==> config.mk <==
export PLATFORM = sky130hd
export DESIGN_NAME = apb_master
export DESIGN_NICKNAME = d
export VERILOG_FILES = /design/src/rtl/apb_pkg.sv /design/src/rtl/apb_master.sv
export SDC_FILE = /design/constraint.sdc
export NUM_CORES = 1
export LEC_CHECK = 0
export BUFFER_PORTS_ARGS = -buffer_cell sky130_fd_sc_hd__buf_2
export CAP_MARGIN = 20
export CORE_MARGIN = 2
export CORE_UTILIZATION = 46
export DETAILED_ROUTE_END_ITERATION = 8
export MAX_ROUTING_LAYER = met4
export PLACE_DENSITY = 0.8
export SLEW_MARGIN = 20
export SYNTH_ARGS = -nofsm -noshare
export SYNTH_HDL_FRONTEND = slang
export SYNTH_SLANG_ARGS = --single-unit
==> constraint.sdc <==
create_clock -name clk_i -period 4.07 [get_ports clk_i]
set_input_delay 0.6105 -clock clk_i [delete_from_list [all_inputs] [get_ports clk_i]]
set_output_delay 0.6105 -clock clk_i [all_outputs]
set_load 0.005 [all_outputs]
==> src/rtl/apb_pkg.sv <==
// Shared APB subsystem types: FSM state encoding and strobe-width helper.
package apb_pkg;

   typedef enum logic [1:0] {
      IDLE   = 2'd0,
      SETUP  = 2'd1,
      ACCESS = 2'd2
   } apb_state_e;

   function automatic int unsigned strb_width(input int unsigned data_width);
      return data_width / 8;
   endfunction

   localparam int unsigned DEFAULT_DATA_WIDTH = 32;
   localparam int unsigned STRB_WIDTH         = strb_width(DEFAULT_DATA_WIDTH);

endpackage

==> src/rtl/apb_master.sv <==
// Single-channel APB4 initiator: valid/ready commands in, SETUP/ACCESS transfers out,
// one registered response pulse per command, with an optional ACCESS-phase timeout.
module apb_master
   import apb_pkg::*;
#(
   parameter int unsigned ADDR_WIDTH     = 32,
   parameter int unsigned DATA_WIDTH     = 32,
   parameter int unsigned TIMEOUT_CYCLES = 16
) (
   input  logic                    clk_i,
   input  logic                    rst_i,
   // command side
   input  logic                    cmd_valid_i,
   output logic                    cmd_ready_o,
   input  logic [ADDR_WIDTH-1:0]   cmd_addr_i,
   input  logic                    cmd_write_i,
   input  logic [DATA_WIDTH-1:0]   cmd_wdata_i,
   input  logic [DATA_WIDTH/8-1:0] cmd_strb_i,
   // response side
   output logic                    rsp_valid_o,
   output logic [DATA_WIDTH-1:0]   rsp_rdata_o,
   output logic                    rsp_err_o,
   // APB request
   output logic                    psel_o,
   output logic                    penable_o,
   output logic                    pwrite_o,
   output logic [ADDR_WIDTH-1:0]   paddr_o,
   output logic [DATA_WIDTH-1:0]   pwdata_o,
   output logic [DATA_WIDTH/8-1:0] pstrb_o,
   // merged APB response
   input  logic                    pready_i,
   input  logic [DATA_WIDTH-1:0]   prdata_i,
   input  logic                    pslverr_i
);

   localparam int unsigned StrbW = strb_width(DATA_WIDTH);
   // Keep at least one counter bit so TIMEOUT_CYCLES = 0 still elaborates.
   localparam int unsigned CntW  = (TIMEOUT_CYCLES > 0) ? $clog2(TIMEOUT_CYCLES + 1) : 1;
   localparam logic [CntW-1:0] TimeoutLimit = CntW'(TIMEOUT_CYCLES);
   localparam bit TimeoutEn = (TIMEOUT_CYCLES != 0);

   apb_state_e             state_q, state_d;
   logic [ADDR_WIDTH-1:0]  paddr_q, paddr_d;
   logic                   pwrite_q, pwrite_d;
   logic [DATA_WIDTH-1:0]  pwdata_q, pwdata_d;
   logic [StrbW-1:0]       pstrb_q, pstrb_d;
   logic [CntW-1:0]        cnt_q, cnt_d;
   logic                   rsp_valid_q, rsp_valid_d;
   logic [DATA_WIDTH-1:0]  rsp_rdata_q, rsp_rdata_d;
   logic                   rsp_err_q, rsp_err_d;

   logic [CntW-1:0]        cnt_inc;
   logic                   timeout_hit;

   assign cnt_inc     = cnt_q + CntW'(1);
   // Fires in the ACCESS cycle whose missing pready would bring the count to the limit.
   assign timeout_hit = TimeoutEn && (cnt_inc == TimeoutLimit);

   always_comb begin
      state_d     = state_q;
      paddr_d     = paddr_q;
      pwrite_d    = pwrite_q;
      pwdata_d    = pwdata_q;
      pstrb_d     = pstrb_q;
      cnt_d       = cnt_q;
      rsp_valid_d = 1'b0;
      rsp_rdata_d = rsp_rdata_q;
      rsp_err_d   = rsp_err_q;

      unique case (state_q)
         IDLE: begin
            if (cmd_valid_i) begin
               paddr_d  = cmd_addr_i;
               pwrite_d = cmd_write_i;
               pwdata_d = cmd_wdata_i;
               pstrb_d  = cmd_write_i ? cmd_strb_i : '0;
               state_d  = SETUP;
            end
         end
         SETUP: begin
            cnt_d   = '0;
            state_d = ACCESS;
         end
         ACCESS: begin
            if (pready_i) begin
               rsp_valid_d = 1'b1;
               rsp_err_d   = pslverr_i;
               rsp_rdata_d = (!pwrite_q && !pslverr_i) ? prdata_i : '0;
               state_d     = IDLE;
            end else if (timeout_hit) begin
               rsp_valid_d = 1'b1;
               rsp_err_d   = 1'b1;
               rsp_rdata_d = '0;
               state_d     = IDLE;
            end else begin
               cnt_d = cnt_inc;
            end
         end
         default: begin
            state_d = IDLE;
         end
      endcase
   end

   always_ff @(posedge clk_i or posedge rst_i) begin
      if (rst_i) begin
         state_q     <= IDLE;
         paddr_q     <= '0;
         pwrite_q    <= 1'b0;
         pwdata_q    <= '0;
         pstrb_q     <= '0;
         cnt_q       <= '0;
         rsp_valid_q <= 1'b0;
         rsp_rdata_q <= '0;
         rsp_err_q   <= 1'b0;
      end else begin
         state_q     <= state_d;
         paddr_q     <= paddr_d;
         pwrite_q    <= pwrite_d;
         pwdata_q    <= pwdata_d;
         pstrb_q     <= pstrb_d;
         cnt_q       <= cnt_d;
         rsp_valid_q <= rsp_valid_d;
         rsp_rdata_q <= rsp_rdata_d;
         rsp_err_q   <= rsp_err_d;
      end
   end

   // Handshake and APB control come straight from the registered state.
   assign cmd_ready_o = (state_q == IDLE);
   assign psel_o      = (state_q == SETUP) || (state_q == ACCESS);
   assign penable_o   = (state_q == ACCESS);

   assign pwrite_o    = pwrite_q;
   assign paddr_o     = paddr_q;
   assign pwdata_o    = pwdata_q;
   assign pstrb_o     = pstrb_q;

   assign rsp_valid_o = rsp_valid_q;
   assign rsp_rdata_o = rsp_rdata_q;
   assign rsp_err_o   = rsp_err_q;

endmodule

==> results.md, run 1 <==
* Status: finished, final reports clean
* Drt pass-1 iters at 4
* Syn Area/Cell at between 10 and 15 sq um
* Post-synth top area share at a little over three fifths
* Hold WC Path Type: in2async
* Unique masters post-synth at 38
* Number of H-tree levels at 3
* Clock period minus worst slack at roughly 2.5 ns
* Setup-failing EPs final at 0
* Max stage delay on crit path at about 0.54 ns
* P per Cell Area at approximately 670 nW/um^2
* Die Wd at between 100 and 150 um
* Crit path kind: reg2reg
* Rel. slew slack at between 50% and 60%
* Fin. Hold Viols at 0
* Clock root buffer: clkbuf_8
* CP endpoint kind: flip-flop
* Clock sink count at between 100 and 150
* Die area at around 10000 sq um
* Clock Pin Slew Worst Setup and Hold Paths at between 0.1 and 0.15 ns
* Slowest-stage cell, CP: nor3_4
* RePlAce Congestion at roughly 0.87
* Synthesized instance count at 300
* Layout Skew at 0.00964 ns
* Commonest cells post-synth: dfrtp_1 (110), mux2_2 (65), a32o_2 (30), nand2_1 (16), buf_2 (8)
* Max cap viols at 0
* Drt drc at 0
* Fill cells at around 750
* Fmax at roughly 0.4 GHz
* Final Instance Area at about 5800 sq um
* Seq/Total Area, Yosys at 62.4%
* GRT Util Overall at about a fifth
* Iter 0 DRT Violations at 75
* Fraction of registers with async set/reset at 100%
* Buf/Inv on CP at 2
* CTS tree: done
* Num ports at roughly 210
* Main synth FF type: dfrtp_1
* FP Rows at 35
* Flops & latches, synth at 110
* Avg WL per Cell at 16.6 um
* Vias in the first global route at approximately 3.3k
* Max VDD drop at roughly 0.38 mV
* Worst EP required at between 4 and 5 ns
* Crit path cell chain: inv_1 -> ha_1 -> nand2_2 -> nor3_4 -> buf_8 -> a32o_2
* Syn Std Cell Area at between 4000 and 5000 sq um
* Post-synthesis compound-gate area fraction at between 10% and 20%
* Cts bufs inserted at 9
* Top post-synthesis cells by area: dfrtp_1 (62%), mux2_2 (17%), a32o_2 (7.7%)
* Post-DP Area at about 5600 sq um
* Count leader, synth: dfrtp_1
* WP data arrival at 2.83 ns
* Share of cells above drive strength 1 at 65.3%
* Core area at ~9300 sq um
* Clk_lat worst skew at about 0.36 ns
* Syn. warnings at 0
* Die Y at 102 um
* ANT nets after route at 0
* Yosys top cell by area: dfrtp_1
* Largest family of logic cells by synthesized area: multiplexers
* Largest net degree at the start of global routing at 52
* CP top delay family: simple AND/OR/NAND/NOR gates
* Worst Tran Pin Value at around 0.67 ns
* Pins Over Slew Limit at 0
* Startpoint Class: flip-flop
* Vias at ~3.4k
* Synth Area in XOR/XNOR at 0%
* Crit path max fanout at 34
* Post-synthesis mux area share at ~17%
* Final TNS setup at 0 ns
* First-pass GRT wire length at between 15000 and 20000 um
* Routed WL at between 10000 and 15000 um
* Post-CTS setup buffers at 0
* Total gr overflow at 0
* Post-synth EDFFs at 0
* Post-CTS sizing at 0
* Leak at between 3 and 4 nW
* NumNets Final at between 600 and 700
* Port Buf Inserts at around 210
* Crit share post-route at 62.4%
* Simple-gate share of the synthesized area at under 10%
* DR vias/cell at between 5 and 6
* HPWL Detailed at about 8100 um
* Net count after synthesis at 410
* Post-synthesis adder-cell area fraction at 1.13%
* Initial Util at 47.5%
* Antenna violations before repair at 1
* Deepest clock path buffer count at 2
* Synthesis-to-finish area growth at 30.9%
* RSZ-0062 raised after global routing: no
* Hold bufs inserted after CTS at 0
## layout make-up
type | count | area, sq um | share of cell area (%)
inverters | 7 | 28.8 | 0.498
repair buffers | 216 | 1100 | 19.1
clock buffers | 9 | 124 | 2.15
well taps | 129 | 161 | 2.80
multi-input cells | 164 | 1530 | 26.4
flip-flops and latches | 110 | 2750 | 47.7
diodes | 1 | 2.50 | 0.0433
clock inverters | 7 | 78.8 | 1.37
## worst paths after layout
check	cells past startpoint	startpoint	end	slack (ns)
worst max register to register	6	state_q[0]	rsp_rdata_o[30]	1.53
worst min register to register	2	pstrb_o[1]	pstrb_o[1]	0.49
worst min-delay path	2	rst_i	pwdata_o[7]	0.32
min in group clk_i	2	prdata_i[14]	rsp_rdata_o[14]	0.47
max in group asynchronous	3	rst_i	rsp_rdata_o[16]	2.84
worst max-delay path	6	state_q[0]	rsp_rdata_o[30]	1.53
## stage by stage
| stage | hold slack, ns | power [W] | util [%] | instances | setup slack (ns) |
|---|---|---|---|---|---|
| 2_1_floorplan | 0.473 | 0.00254 | - | 300 | 0.557 |
| 3_3_place_gp | 0.460 | 0.00315 | 59.8 | 625 | 1.38 |
| 3_5_place_dp | 0.470 | 0.00322 | 59.8 | 625 | 1.19 |
| 4_1_cts | 0.345 | 0.00388 | 62.0 | 641 | 1.19 |
| 5_1_grt | 0.361 | 0.00409 | 62.2 | 643 | 1.36 |
| 6_report | 0.324 | 0.00384 | 62.2 | 643 | 1.53 |
## placed cells by master (no fill, tap or decap), types with 5 or more instances in the layout
master      n
a21oi_1     5
a32o_2     30
buf_2     211
clkbuf_8    9
dfrtp_1   110
inv_1       6
mux2_2     65
nand2_1    15
nor2_1      5
o21ai_0     7
## sequential cells by signal, summed over array words and instances, names as in the netlist
signal and cells:
rsp_rdata_o 32, paddr_o 32, state_q 2, rsp_valid_o 1, pwdata_o 32, cnt_q 5
pstrb_o 4, pwrite_o 1, rsp_err_o 1
## kinds of logic (layout without fill, tap and decap cells)
logic type	count (synthesis)	count (layout)
buf+inv	26	239
mux	66	66
flops	110	110
other cells	0	1
fa+ha+maj	4	4
simple gates	38	38
compound gates	56	56
## power by group
part | switching (W) | internal, W
sequential | 0.000235 | 0.00154
combinational | 0.000603 | 0.000800
clock | 0.000373 | 0.000293
total | 0.00121 | 0.00263
## routing by layer
layer | GRT usage, % | vias to the layer above | routed length, um | share of wire [%]
li1 | - | 1526 | - | -
met1 | 25.4 | 1677 | 4420 | 41
met2 | 32.8 | 150 | 5330 | 50
met3 | 5.34 | 14 | 777 | 7.3
met4 | 5.85 | 0 | 132 | 1.2
met5 | - | - | 0 | 0
Power figures use the tool's default switching activity.
==> run 2, diff against run 1 <==
--- a/config.mk
+++ b/config.mk
@@ -5,13 +5,14 @@
 export SDC_FILE = /design/constraint.sdc
 export NUM_CORES = 1
 export LEC_CHECK = 0
+export ABC_AREA = 1
 export BUFFER_PORTS_ARGS = -buffer_cell sky130_fd_sc_hd__buf_2
 export CAP_MARGIN = 20
 export CORE_MARGIN = 2
-export CORE_UTILIZATION = 46
+export CORE_UTILIZATION = 41
 export DETAILED_ROUTE_END_ITERATION = 8
 export MAX_ROUTING_LAYER = met4
-export PLACE_DENSITY = 0.8
+export PLACE_DENSITY = 0.75
 export SLEW_MARGIN = 20
 export SYNTH_ARGS = -nofsm -noshare
 export SYNTH_HDL_FRONTEND = slang
==> constraint.sdc (replaced) <==
create_clock -name clk_i -period 2.1 [get_ports clk_i]
set_input_delay 0.315 -clock clk_i [delete_from_list [all_inputs] [get_ports clk_i]]
set_output_delay 0.315 -clock clk_i [all_outputs]
set_load 0.005 [all_outputs]
==> run 2 against run 1 <==
  * Synthesized area down 1.2%
  * Register-to-register slack worse by 1.1 ns
  * Clock power up 80%
  * Sequential cell count unchanged
  * Clock skew up 0.0013 ns
  * Sequential share of layout area up 0.24 points
  * Final cell count up 32%
  * Critical path type unchanged
  * Critical endpoint is now rsp_err_o
==> results.md, run 2 <==
* Vias at 3902 (was 3367)
* Largest net degree at the start of global routing at 73 (was 52)
* Final Instance Area at 5750 sq um (was 5770 sq um)
* Unique masters post-synth at 19 (was 38)
* Most common cell after layout, fill and taps aside: nand2_1 (was buf_2)
* Die Y at 107 um (was 102 um)
* Synthesis-to-finish area growth at 31.9% (was 30.9%)
* Main synth FF type: dfrtp_1 (unchanged)
* Port Buf Inserts at 211 (unchanged)
* Share of cells above drive strength 1 at 35.5% (was 65.3%)
* Avg WL per Cell at 12.8 um (was 16.6 um)
* Register-to-register setup slack at 0.39 ns (was 1.53 ns)
* RSZ-0062 raised after global routing: no (unchanged)
* Fill cells at 958 (was 747)
* Max VDD drop at 0.609 mV (was 0.383 mV)
* Post-DP Area at 5560 sq um (was 5550 sq um)
* Post-CTS sizing at 0 (unchanged)
* Post-CTS setup buffers at 0 (unchanged)
* Drt drc at 0 (unchanged)
* Fmax at 0.586 GHz (was 0.394 GHz)
* Layout Skew at 0.0109 ns (was 0.00964 ns)
* Commonest cells post-synth: nand2_1 (313), dfrtp_1 (110), inv_1 (14), clkbuf_1 (12), nand2_2 (12) (was dfrtp_1 (110), mux2_2 (65), a32o_2 (30), nand2_1 (16), buf_2 (8))
* Total Power at 0.00766 W (was 0.00384 W)
* Core area at 10300 sq um (was 9280 sq um)
* Crit share post-route at 81.3% (was 62.4%)
* Routed WL at 10900 um (was 10700 um)
* Hold bufs inserted after CTS at 0 (unchanged)
* Seq/Total Area, Yosys at 63.2% (was 62.4%)
* Flops & latches, synth at 110 (unchanged)
* Yosys top cell by area: dfrtp_1 (unchanged)
* Antenna violations before repair at 0 (was 1)
* Clk_lat worst skew at 0.36 ns (about the same)
* Top post-synthesis cells by area: dfrtp_1 (63%), nand2_1 (27%), nand2_2 (1.7%) (was dfrtp_1 (62%), mux2_2 (17%), a32o_2 (7.7%))
* Max stage delay on crit path at 0.43 ns (was 0.54 ns)
* Number of H-tree levels at 3 (unchanged)
* CTS tree: done (unchanged)
* Synthesized instance count at 498 (was 300)
* Count leader, synth: nand2_1 (was dfrtp_1)
* Slowest-stage cell, CP: dfrtp_1 (was nor3_4)
* Net count after synthesis at 608 (was 410)
* Syn. warnings at 0 (unchanged)
* Die Wd at 107 um (was 102 um)
* Initial Util at 42.2% (was 47.5%)
* Cts bufs inserted at 9 (unchanged)
* Hold WC Path Type: in2async (unchanged)
* Leak at 3.49 nW (was 3.06 nW)
* ANT nets after route at 0 (unchanged)
* Final TNS setup at 0 ns (unchanged)
* Max cap viols at 0 (unchanged)
* P per Cell Area at 1330 nW/um^2 (was 666 nW/um^2)
* Iter 0 DRT Violations at 286 (was 75)
* Post-synth top area share at 63.2% (was 62.4%)
* Num ports at 212 (unchanged)
* Setup-failing EPs final at 0 (unchanged)
* NumNets Final at 815 (was 618)
* Syn Std Cell Area at 4360 sq um (was 4410 sq um)
* Die area at 11500 sq um (was 10400 sq um)
* Clock period minus worst slack at 1.71 ns (was 2.54 ns)
* Clock Pin Slew Worst Setup and Hold Paths at 0.10 ns (was 0.11 ns)
* Most frequent cells in the layout: nand2_1 (312), buf_2 (211), dfrtp_1 (110) (was buf_2 (211), dfrtp_1 (110), mux2_2 (65))
* CP top delay family: simple AND/OR/NAND/NOR gates (unchanged)
* Deepest clock path buffer count at 2 (unchanged)
* Vias in the first global route at 3894 (was 3263)
* Clock root buffer: clkbuf_8 (unchanged)
* Total gr overflow at 0 (unchanged)
* Ant. Diodes at 0 (was 1)
* Most Crowded Layer GR: met2 (unchanged)
* WP data arrival at 1.95 ns (was 2.83 ns)
* Rel. slew slack at 66.1% (was 54.9%)
* Crit path cell chain: ha_1 -> nand2_2 -> clkinv_2 -> nand3_2 -> nand2_2 -> nand3_2 -> nand2_2 -> nand2_4 -> o21ai_0 (was inv_1 -> ha_1 -> nand2_2 -> nor3_4 -> buf_8 -> a32o_2)
* Cell mode on critical path: nand2_2
* M1 GR Usage at 23.0% (was 25.4%)
* Drt pass-1 iters at 5 (was 4)
* Fraction of registers with async set/reset at 100% (unchanged)
* CP endpoint kind: flip-flop (unchanged)
* Crit path kind: reg2reg (unchanged)
* Pins Over Slew Limit at 0 (unchanged)
* Startpoint Class: flip-flop (unchanged)
* Buf/Inv on CP at 1 (was 2)
* Clock sink count at 110 (unchanged)
* GR Util met2 at 34.2% (was 32.8%)
* Worst EP required at 2.34 ns (was 4.36 ns)
* Syn Area/Cell at 8.75 sq um (was 14.7 sq um)
* First-pass GRT wire length at 17900 um (was 15900 um)
* Met3 usage at 5.23% (was 5.34%)
* Worst Tran Pin Value at 0.508 ns (was 0.675 ns)
* RePlAce Congestion at 0.810 (was 0.872)
* FP Rows at 37 (was 35)
* GRT Util Overall at 20.2% (was 20.3%)
* Post-synth EDFFs at 0 (unchanged)
* Status: finished, final reports clean (unchanged)
* Fin. Hold Viols at 0 (unchanged)
* HPWL Detailed at 7880 um (was 8080 um)
* DR vias/cell at 4.61 (was 5.24)
* Crit path max fanout at 36 (was 34)
==> run 2: cell types whose count changed after synthesis, moves of 5 or more <==
cell,delta
mux2_2,-65
clkbuf_1,+6
inv_1,+7
nand2_1,+297
a32o_2,-30
nand2_2,+11
a21oi_1,-5
==> run 2: worst paths after layout <==
path,startpoint,end,depth (start not counted)
max reg2reg,cnt_q[0],rsp_err_o,9
min in group clk_i,cmd_wdata_i[15],pwdata_o[15],3
max in group asynchronous,rst_i,pwdata_o[5],3
min reg2reg,rsp_rdata_o[11],rsp_rdata_o[11],2
max,cnt_q[0],rsp_err_o,9
min,rst_i,paddr_o[25],3
==> run 2: power breakdown <==
part,switching [W],internal [W]
Combinational,0.00154,0.00127
Clock,0.000696,0.000502
Sequential,0.000556,0.00310
==> run 2: cell type report <==
cell class	instances	area, sq um	area share, %
flip-flops and latches	110	2750	47.9
clock buffers	12	155	2.70
clock inverters	4	30.0	0.523
repair buffers	216	1130	19.7
inverters	15	61.3	1.07
multi-input cells	353	1450	25.2
well taps	136	170	2.96
==> run 2: worst reg2reg max path, stage by stage (launching register included) <==
cell	delay (ns)
dfrtp_1	0.43
ha_1	0.25
nand2_2	0.08
clkinv_2	0.09
nand3_2	0.08
nand2_2	0.07
nand3_2	0.07
nand2_2	0.06
nand2_4	0.31
o21ai_0	0.15
==> run 2: routing by layer <==
| layer | vias up | wire length, um |
|---|---|---|
| li1 | 1911 | - |
| met1 | 1817 | 4490 |
| met2 | 161 | 5400 |
| met3 | 13 | 790 |
| met4 | 0 | 174 |
| met5 | - | 0 |
==> run 2: logic make-up (layout without fill, tap and decap cells) <==
kind of cell / Yosys count / count (layout) / synth area share [%]
fa+ha+maj: 4 / 4 / 1.15
simple gates: 340 / 340 / 30.9
compound gates: 9 / 9 / 1.09
buf+inv: 35 / 247 / 3.70
flops: 110 / 110 / 63.2
==> run 2: per-stage QoR <==
| stage | instances | util [%] | hold WS, ns | setup slack, ns |
|---|---|---|---|---|
| 3_3_place_gp | 830 | 53.9 | 0.448 | 0.481 |
| 5_1_grt | 846 | 55.7 | 0.0596 | 0.197 |
| 2_1_floorplan | 498 | - | 0.425 | 0.456 |
| 6_report | 846 | 55.7 | 0.0219 | 0.394 |
| 3_5_place_dp | 830 | 53.9 | 0.454 | 0.396 |
| 4_1_cts | 846 | 55.7 | 0.0390 | 0.379 |
==> run 3, diff against run 2 <==
--- a/config.mk
+++ b/config.mk
@@ -5,14 +5,14 @@
 export SDC_FILE = /design/constraint.sdc
 export NUM_CORES = 1
 export LEC_CHECK = 0
-export ABC_AREA = 1
+export ABC_AREA = 0
 export BUFFER_PORTS_ARGS = -buffer_cell sky130_fd_sc_hd__buf_2
 export CAP_MARGIN = 20
 export CORE_MARGIN = 2
-export CORE_UTILIZATION = 41
+export CORE_UTILIZATION = 42
 export DETAILED_ROUTE_END_ITERATION = 8
 export MAX_ROUTING_LAYER = met4
-export PLACE_DENSITY = 0.75
+export PLACE_DENSITY = 0.77
 export SLEW_MARGIN = 20
 export SYNTH_ARGS = -nofsm -noshare
 export SYNTH_HDL_FRONTEND = slang
==> constraint.sdc (replaced) <==
create_clock -name clk_i -period 1.5 [get_ports clk_i]
set_input_delay 0.225 -clock clk_i [delete_from_list [all_inputs] [get_ports clk_i]]
set_output_delay 0.225 -clock clk_i [all_outputs]
set_load 0.005 [all_outputs]
==> run 3 against run 2 <==
  * The flow now finishes with violations (negative setup slack)
  * Worst setup slack worse by 0.40 ns
  * Utilization is 3.0 points higher
  * Combinational power is 54% higher
  * Count of clock-buffer cells in the layout is 2 lower
  * Routed wire length is 1.3% lower
  * Cell area is 4.9% higher
  * Non-clock buffer count is 17 higher
  * First-iteration DRC count is 13% lower
  * Die area is 1.1% lower
  * Sequential share of layout area is 2.2 points lower
  * Total power is 41% higher
==> results.md, run 3 (synthesis results as in run 1) <==
* Status: finished with violations (was finished, final reports clean)
* Failing checks: negative setup slack
* Crit path kind: reg2out (was reg2reg)
* Critical path depth at 4 (was 9)
* Layout Skew at 0.0117 ns (was 0.0109 ns)
* Antenna violations before repair at 0 (unchanged)
* Leak at 3.17 nW (was 3.49 nW)
* Most frequent cells in the layout: buf_2 (210), dfrtp_1 (109), mux2_2 (65) (was nand2_1 (312), buf_2 (211), dfrtp_1 (110))
* Hold WC Path Type: in2reg (was in2async)
* RePlAce Congestion at 0.808 (was 0.810)
* Crit path cell chain: inv_2 -> ha_4 -> buf_6 -> buf_6 (was ha_1 -> nand2_2 -> clkinv_2 -> nand3_2 -> nand2_2 -> nand3_2 -> nand2_2 -> nand2_4 -> o21ai_0)
* Reg-to-reg startpoint: cnt_q[4] (was cnt_q[0])
* Setup-failing EPs final at 2 (was 0)
* Clock root buffer: clkbuf_8 (unchanged)
* Crit path max fanout at 4 (was 36)
* Vias in the first global route at 3538 (was 3894)
* Share of cells above drive strength 1 at 67.0% (was 35.5%)
* Ant. Diodes at 0 (unchanged)
* Deepest clock path buffer count at 2 (unchanged)
* Die Wd at 106 um (was 107 um)
* Startpoint Class: flip-flop (unchanged)
* Clock period minus worst slack at roughly 1.5 ns
* Worst EP required at 1.27 ns (was 2.34 ns)
* Avg WL per Cell at 16.1 um (was 12.8 um)
* Die Y at 106 um (was 107 um)
* Most common cell after layout, fill and taps aside: buf_2 (was nand2_1)
* Max VDD drop at 0.844 mV (was 0.609 mV)
* CP top delay family: flip-flops (was simple AND/OR/NAND/NOR gates)
* Largest net degree at the start of global routing at 66 (was 73)
* Cell mode on critical path: buf_6 (was nand2_2)
* Total gr overflow at 0 (unchanged)
* Final TNS setup at -0.00888 ns (was 0 ns)
* Clock sink count at 110 (unchanged)
* Core area at 10300 sq um (about the same)
* First-pass GRT wire length at 16800 um (was 17900 um)
* Routed WL at 10700 um (was 10900 um)
* Total Power at 0.0108 W (was 0.00766 W)
* Initial Util at 42.9% (was 42.2%)
* Pins Over Slew Limit at 0 (unchanged)
* WP data arrival at 1.28 ns (was 1.95 ns)
* DR vias/cell at 5.10 (was 4.61)
* FF-to-FF End: rsp_rdata_o[31] (was rsp_err_o)
* Port Buf Inserts at 211 (unchanged)
* Drt pass-1 iters at 4 (was 5)
* PnR worst setup slack at -0.00665 ns (was 0.394 ns)
* CP endpoint kind: output pin (was flip-flop)
* RSZ-0062 raised after global routing: yes (was no)
* Buf/Inv on CP at 3 (was 1)
* Clock Pin Slew Worst Setup and Hold Paths at 0.10 ns (about the same)
* Worst Tran Pin Value at 0.552 ns (was 0.508 ns)
* Hold path endpoint: rsp_rdata_o[6]
* Hold_sp: prdata_i[6]
* NumNets Final at 635 (was 815)
* Fmax at approximately 0.66 GHz
* Fin. Hold Viols at 0 (unchanged)
* Rel. slew slack at 63.2% (was 66.1%)
* GRT Util Overall at 19.2% (was 20.2%)
* Clk_lat worst skew at 0.36 ns (about the same)
* Iter 0 DRT Violations at 249 (was 286)
* FP Rows at 37 (unchanged)
* Cts bufs inserted at 9 (unchanged)
* Placed Cells incl. Taps at 646 (was 830)
* Vias at 3398 (was 3902)
* Number of H-tree levels at 3 (unchanged)
* HPWL Detailed at 7840 um (was 7880 um)
* ANT nets after route at 0 (unchanged)
* Fill cells at 874 (was 958)
* WHS Path Cells at 2
* Place WS at -0.0192 ns (was 0.396 ns)
* Die area at 11300 sq um (was 11500 sq um)
* Max cap viols at 0 (unchanged)
* Synthesis-to-finish area growth at 36.6% (was 31.9%)
* CTS tree: done (unchanged)
* Max stage delay on crit path at 0.40 ns (was 0.43 ns)
* Layout Cells excl Fill at 666 (was 846)
* Drt drc at 0 (unchanged)
* Slowest-stage cell, CP: dfrtp_1 (unchanged)
* Reg2Reg Depth at 5 (was 9)
* Register-to-register setup slack at 0 ns (was 0.39 ns)
* P per Cell Area at 1790 nW/um^2 (was 1330 nW/um^2)
* Num ports at 212 (unchanged)
* Crit share post-route at 100%
## run 3: changes by cell type in the layout (fill, tap and decap cells not counted), sizes merged, moves of 3 or more
cell    change
nand2     -309
mux2       +65
a32o       +32
buf        +15
a21oi       +5
inv         -4
nand3       -4
clkinv      -3
nor3        +3
## run 3: layout make-up
| cell class | count | area, sq um | area share [%] |
|---|---|---|---|
| inverter | 7 | 30.0 | 0.498 |
| timing repair buffer | 233 | 1330 | 22.1 |
| clock buffer | 10 | 128 | 2.12 |
| sequential | 110 | 2750 | 45.7 |
| tap | 136 | 170 | 2.82 |
| multi-input combinational | 164 | 1560 | 25.8 |
| clock inverter | 6 | 52.6 | 0.872 |
## run 3: per-layer routing
layer	routed length (um)	share of wire, %	vias to the layer above	GRT usage [%]
met2	5660	53	132	33.0
li1	-	-	1559	-
met3	606	5.7	14	2.88
met5	0	0	-	-
met1	4280	40	1693	23.2
met4	159	1.5	0	6.59
## run 3: through the flow
stage                     hold WS (ns)  area (sq um)  utilization (%)
after floorplan                  0.358          4420                -
after global placement           0.348          5740             55.9
after detailed placement         0.354          5740             55.9
after CTS                       0.0579          5990             58.2
after global routing            0.0557          6020             58.6
final                           0.0838          6020             58.6
## run 3: timing repair
action | in CTS | in global routing
hold buffers | 1 | 0
buffers inserted | 3 | 0
setup endpoints to repair | 73 | 37
gates cloned | 0 | 1
endpoints found under the hold margin | 65 | 0
gates resized for setup | 9 | 4
pin swaps | 1 | 0
## run 3: worst reg2reg max path, delay by kind of cell, from the launching register on
family                 cells  cell delay, ns
AO/OA/AOI/OAI              2            0.43
buffers and inverters      1            0.17
flip-flops                 1            0.42
AND/OR/NAND/NOR            2            0.37
## run 3: how the worst max path moves through the flow
stage	from	end	slack, ns
floorplan	rst_i	cnt_q[0]	-0.05
global placement	state_q[1]	paddr_o[22]	0.03
detailed placement	state_q[0]	paddr_o[15]	-0.02
CTS	state_q[0]	psel_o	-0.04
global route	cnt_q[4]	rsp_rdata_o[12]	-0.07
finish	state_q[0]	psel_o	-0.007
## run 3: report_power, final
part	internal [W]	switching (W)
logic	0.00256	0.00176
clock network	0.000637	0.00103
registers	0.00418	0.000618
